===== src/rtl/v2dac.sv =====
// v2dac: pipelined signed fixed-point voltage to saturated unsigned DAC code converter
module v2dac_mult #(
  parameter int A_WIDTH = 33,
  parameter int B_WIDTH = 33,
  parameter int PIPE_WIDTH = 4
) (
  input  logic                              clk,
  input  logic                              rst,
  input  logic                              ce,
  input  logic signed [A_WIDTH-1:0]         a,
  input  logic signed [B_WIDTH-1:0]         b,
  output logic signed [A_WIDTH+B_WIDTH-1:0] p
);
  logic signed [A_WIDTH+B_WIDTH-1:0] pipe [PIPE_WIDTH];
  always_ff @(posedge clk)
    if (!rst) begin
      for (int i = 0; i < PIPE_WIDTH; i++) pipe[i] <= '0;
    end else if (ce) begin
      pipe[0] <= a * b;
      for (int i = 1; i < PIPE_WIDTH; i++) pipe[i] <= pipe[i-1];
    end
  assign p = pipe[PIPE_WIDTH-1];
endmodule

module v2dac #(
  parameter int DATA_WIDTH = 32,
  parameter int FRACTION = 20,
  parameter int PIPE_WIDTH = 4,
  parameter int DAC_WIDTH = 12,
  parameter logic [DATA_WIDTH-1:0] V_MIN = 32'hFFD80000,
  parameter logic [DATA_WIDTH-1:0] GAIN = 32'h33300000
) (
  input  logic                  clk,
  input  logic                  rst,
  output logic                  voltage_ready_in,
  input  logic                  voltage_valid_in,
  input  logic [DATA_WIDTH-1:0] voltage_data_in,
  input  logic                  dac_ready_out,
  output logic                  dac_valid_out,
  output logic [DAC_WIDTH-1:0]  dac_data_out,
  output logic [1:0]            dac_clip_out,
  output logic [1:0]            clip_status,
  input  logic                  clip_clear
);
  localparam int PW = 2*DATA_WIDTH + 2;
  localparam logic signed [PW-1:0] HALF = PW'(1) << (2*FRACTION - 1);
  logic ce, v0;
  logic [PIPE_WIDTH-1:0] vp;
  logic signed [DATA_WIDTH:0] diff, diff_r, gain_ext;
  logic signed [PW-1:0] prod, biased, rounded;
  logic [DAC_WIDTH-1:0] code;
  logic [1:0] clip;
  assign ce = ~dac_valid_out | dac_ready_out;
  assign voltage_ready_in = ce | ~rst;
  assign gain_ext = {1'b0, GAIN};
  assign diff = {voltage_data_in[DATA_WIDTH-1], voltage_data_in} - {V_MIN[DATA_WIDTH-1], V_MIN};
  v2dac_mult #(.A_WIDTH(DATA_WIDTH+1), .B_WIDTH(DATA_WIDTH+1), .PIPE_WIDTH(PIPE_WIDTH)) mult (
    .clk(clk), .rst(rst), .ce(ce), .a(diff_r), .b(gain_ext), .p(prod)
  );
  always_comb begin
    biased = prod + HALF;
    rounded = biased >>> (2*FRACTION);
    clip = rounded[PW-1] ? 2'b01 : (|rounded[PW-2:DAC_WIDTH]) ? 2'b10 : 2'b00;
    code = clip[0] ? '0 : clip[1] ? '1 : rounded[DAC_WIDTH-1:0];
  end
  always_ff @(posedge clk)
    if (!rst) begin
      v0 <= 1'b0;
      vp <= '0;
      diff_r <= '0;
      dac_valid_out <= 1'b0;
      dac_data_out <= '0;
      dac_clip_out <= '0;
    end else if (ce) begin
      v0 <= voltage_valid_in;
      diff_r <= diff;
      vp <= PIPE_WIDTH'({vp, v0});
      dac_valid_out <= vp[PIPE_WIDTH-1];
      dac_data_out <= code;
      dac_clip_out <= vp[PIPE_WIDTH-1] ? clip : 2'b00;
    end
  // a new clip on the transferring sample beats a simultaneous clear
  always_ff @(posedge clk)
    if (!rst) clip_status <= '0;
    else clip_status <= (clip_clear ? 2'b00 : clip_status) | ((dac_valid_out & dac_ready_out) ? dac_clip_out : 2'b00);
endmodule

===== config.mk =====
export PLATFORM = sky130hd
export DESIGN_NAME = v2dac
export DESIGN_NICKNAME = d
export VERILOG_FILES = /design/src/rtl/v2dac.sv
export SDC_FILE = /design/constraint.sdc
export NUM_CORES = 1
export LEC_CHECK = 0
export CAP_MARGIN = 10
export CORE_MARGIN = 4
export CORE_UTILIZATION = 37
export DETAILED_ROUTE_END_ITERATION = 6
export PLACE_DENSITY = 0.63
export SETUP_SLACK_MARGIN = 0.3
export SLEW_MARGIN = 20
export SYNTH_ARGS = -nofsm -noshare
export SYNTH_HDL_FRONTEND = slang
export SYNTH_HIERARCHICAL = 1
export SYNTH_SLANG_ARGS = --single-unit
export TNS_END_PERCENT = 50

===== constraint.sdc =====
create_clock -name clk -period 9.5 [get_ports clk]
set_clock_uncertainty 0.05 [all_clocks]
set_input_delay 1.9 -clock clk [delete_from_list [all_inputs] [get_ports clk]]
set_output_delay 1.9 -clock clk [all_outputs]
set_load 0.05 [all_outputs]

After elaboration in Yosys (flattened, before gate mapping)
Memories as Yosys holds them, arrays and structs flattened.
Cells that the tools add are included.
{"block": "word_totals", "reg_bits": 55, "mem_count": 1, "latch_bits": 0, "mem_bits_rw": 264, "romBits": 0, "output_inout_bits": 18}
{"block": "classes", "div": 0, "magnitude_cmp": 0, "n_shift": 0, "n_mul": 1, "add_sub_neg": 2, "muxes": 15, "n_eq_ne": 0, "bitwise": 10, "n_reduce_logical": 1}
{"memory": "mult.pipe", "depth": 4, "width": 66, "rd": 4, "rd_clocked_by_memory_dff": 0, "write_ports": 4, "line_no": "14", "source": "logic signed [A_WIDTH+B_WIDTH-1:0] pipe [PIPE_WIDTH];"}
{"operator": "2-to-1 mux 66 bit", "count": 4}
{"operator": "adder 66 x 41 -> 66 bit, second input constant", "count": 1}
{"operator": "multiplier 33 x 11 -> 44 bit, second input constant", "count": 1}
{"operator": "subtractor 32 x 23 -> 33 bit, second input constant", "count": 1}
{"operator": "2-to-1 mux 12 bit", "count": 2}
{"operator": "OR reduction 14 bit", "count": 1}
{"operator": "2-to-1 mux 2 bit", "count": 5}
{"operator": "OR 1 bit", "count": 6}
{"operator": "2-to-1 mux 1 bit", "count": 4}
{"operator": "NOT 1 bit", "count": 2}
{"operator": "OR 2 bit", "count": 1}
{"operator": "bitwise AND 1 bit", "count": 1}

Logic depth before layout (Yosys ltp)
An unclocked memory read counts as a cell.
{"block": "logic_depth", "word_depth": 7, "ltp_mapped": 29, "ltp_nobuf": 28}

Modules after synthesis
Netlist, hierarchy kept.
{"module": "v2dac_mult", "cells_each": 4809, "seq_area_each_um2": 7927.6, "area_each_um2": 48569.1, "instances": 1}
{"module": "v2dac", "cells_each": 338, "seq_area_each_um2": 1101.1, "area_each_um2": 2701.3, "instances": 1}

Worst setup path before layout
Ideal clock, no wire load.
{"block": "synth_path", "kind": "input port to flip-flop", "startpoint": "input port dac_ready_out", "endpoint": "memory mult/pipe[0][0] in the netlist's numbering (enable)", "arrival_ps": 9589, "setup_slack_ps": -812, "path_buffers": 5, "stages": 8, "setup_time_ps": 673, "cell_sequence": "nor2b_1 -> clkbuf_1 -> inv_2 -> clkbuf_1 -> buf_1 -> clkbuf_1 -> clkbuf_1 -> nand2b_1"}
{"element": "start, declared", "line_no": "38", "source": "input logic dac_ready_out,"}
{"element": "end, declared", "line_no": "14"}

==> results by group <==
Placement
  – Port bufs: 54
  – RePlAce Congestion: 0.972
  – DP HPWL: 112000 microns

Global routing
  – Tot GR Track Use: 22.3%
  – Grt total ovfl: 0
  – Vias in the first global route: 35900
  – First-pass GRT wire length: 214000 microns
  – Largest net degree at the start of global routing: 87
  – Initial antenna violation count: 12

Drt
  – DRT antenna net count: 0
  – Vias per cell: 4.94
  – Post-DR wirelength/cell: 21.1 microns
  – DRC viols: 0
  – Final wirelength: 136000 microns
  – Total number of vias: 31800
  – Length of the first detailed-routing pass in iterations: 7
  – First-iteration detailed-routing DRC count: 2258

Flow run
  – Max Cap Viol: 0

Final layout
  – Most frequent cells in the layout: 1145 x fa_1, 1131 x inv_1, 621 x nand2_1
  – Multi-input gate area: 36200 sq um
  – Layout fillers: 12100
  – Commonest non-fill, non-tap cell in the layout: fa_1
  – Layout cell share with drive strength beyond 1: 2.47%
  – Reg area: 4340 sq um
  – Area growth syn-to-layout: 7.43%
  – Total Nets Final: 6199

STA
  – Post-Route Setup TNS: 0 ns
  – Crit share post-route: 93.2%
  – Endpoints failing setup: 0
  – Max Freq: 113 MHz
  – Slew headroom: 24.5%
  – Final hold violations: 0
  – Actual slew at the worst max-slew pin: 1.13 ns
  – Fin. max-slew vios: 0
  – RSZ-0062 raised after global routing: no
  – Period minus WS final: 8.85 ns

Floorplan
  – Row cnt: 127
  – Initial Utilization: 37.5%
  – Die span in x: 357 microns
  – Total core area: 120000 sq um
  – Top-Level Pins: 55
  – DIE HEIGHT: 357 microns
  – Die area: 128000 sq um

Worst setup path
  – Critical Path Max Stage Delay: 0.79 ns
  – CP Data Arrival Time: 8.99 ns
  – Buf/Inv on CP: 4
  – Crit-path max FO: 23
  – Critical path, cell by cell: buf_4 -> nand2_1 -> fa_1 -> fa_1 -> inv_1 -> fa_1 -> fa_1 -> fa_1 -> fa_1 -> fa_1 -> inv_1 -> fa_1 -> inv_1 -> ha_1 -> nand4_1 -> nor4_1 -> o2111ai_2 -> a31oi_1 -> a41oi_1 -> o21ai_1 -> xnor2_1 -> nor2_1
  – CP Launch Type: flop
  – CP endpoint kind: flop
  – Master of the slowest instance on the critical path: nor4_1
  – Crit Path Class: reg -> reg
  – Most frequent CP cell: fa_1
  – Largest delay share family, worst path: adder cells
  – Worst Path Required: 9.63 ns

Clocking
  – Skew-Pair Late Insertion Delay: 0.47 ns
  – TritonCTS clock tree: built
  – Root Buffer: clkbuf_16
  – H-tree depth: 4
  – Post-CTS Setup Inserts: 0
  – Cts bufs inserted: 17
  – CTS sink count: 163
  – Clk buf depth: 2
  – Post-CTS sizing: 0
  – Cts hold-fix bufs: 0
  – Clock-pin slew on the worst setup and hold paths: 0.08 ns

Synthesis
  – Syn Inst Count: 4742
  – YS warnings: 6
  – Mapped Area: 45100 sq um
  – Syn_area_per_cell: 9.51 sq um

Min path
  – Hold crit path type: reg -> reg

Status
  – Status: completed
layer usage:
metal / up-vias / share of wire (%) / global-route usage (%)
met5: - / 0 / 0
met4: 0 / 5.1 / 9.58
met3: 304 / 7.5 / 3.46
met2: 1184 / 49 / 38.1
met1: 16600 / 39 / 28.2
li1: 13700 / - / -
cell type report:
type	count	share of cell area, %
antenna	7	0.0361
tap	1612	4.16
timing repair buffer	112	2.00
inverter	1133	8.78
clock inverter	15	0.429
multi-input combinational	3371	74.8
clock buffer	17	0.878
sequential	163	8.96
metrics by stage:
stage | instance area, sq um | hold slack [ns] | utilization [%] | std cells | setup WS (ns)
2_1_floorplan | 45800 | 0.382 | - | 4937 | 2.32
3_3_place_gp | 47800 | 0.390 | 39.7 | 6391 | 0.868
3_5_place_dp | 47800 | 0.396 | 39.7 | 6391 | 0.875
4_1_cts | 48400 | 0.405 | 40.2 | 6423 | 0.787
5_1_grt | 48500 | 0.419 | 40.2 | 6425 | 0.477
6_report | 48500 | 0.404 | 40.2 | 6430 | 0.646
tightest hold or removal path, delay by kind of cell, from the launching register on:
kind / cells / cell delay (ns)
AOI/OAI and AO/OA: 1 / 0.05
DFF: 1 / 0.31
and+or+nand+nor: 1 / 0.05
worst paths after layout:
kind | slack (ns) | start | cells after the start | to
hold / removal | 0.40 | vp[0] | 2 | vp[0]
hold reg to reg | 0.40 | vp[0] | 2 | vp[0]
setup / recovery | 0.65 | diff_r[21] | 22 | mult/pipe[0][61]
setup reg to reg | 0.65 | diff_r[21] | 22 | mult/pipe[0][61]
flip-flops by register name, indices dropped and copies added, names as in the netlist:
register / cells
clip_status: 2
v0: 1
dac_clip_out: 2
dac_valid_out: 1
diff_r: 33
vp: 4
dac_data_out: 12
mult/pipe: 108
Power is not shown: default switching activity piles up to over one toggle a cycle in this logic, so the estimate is an artifact.
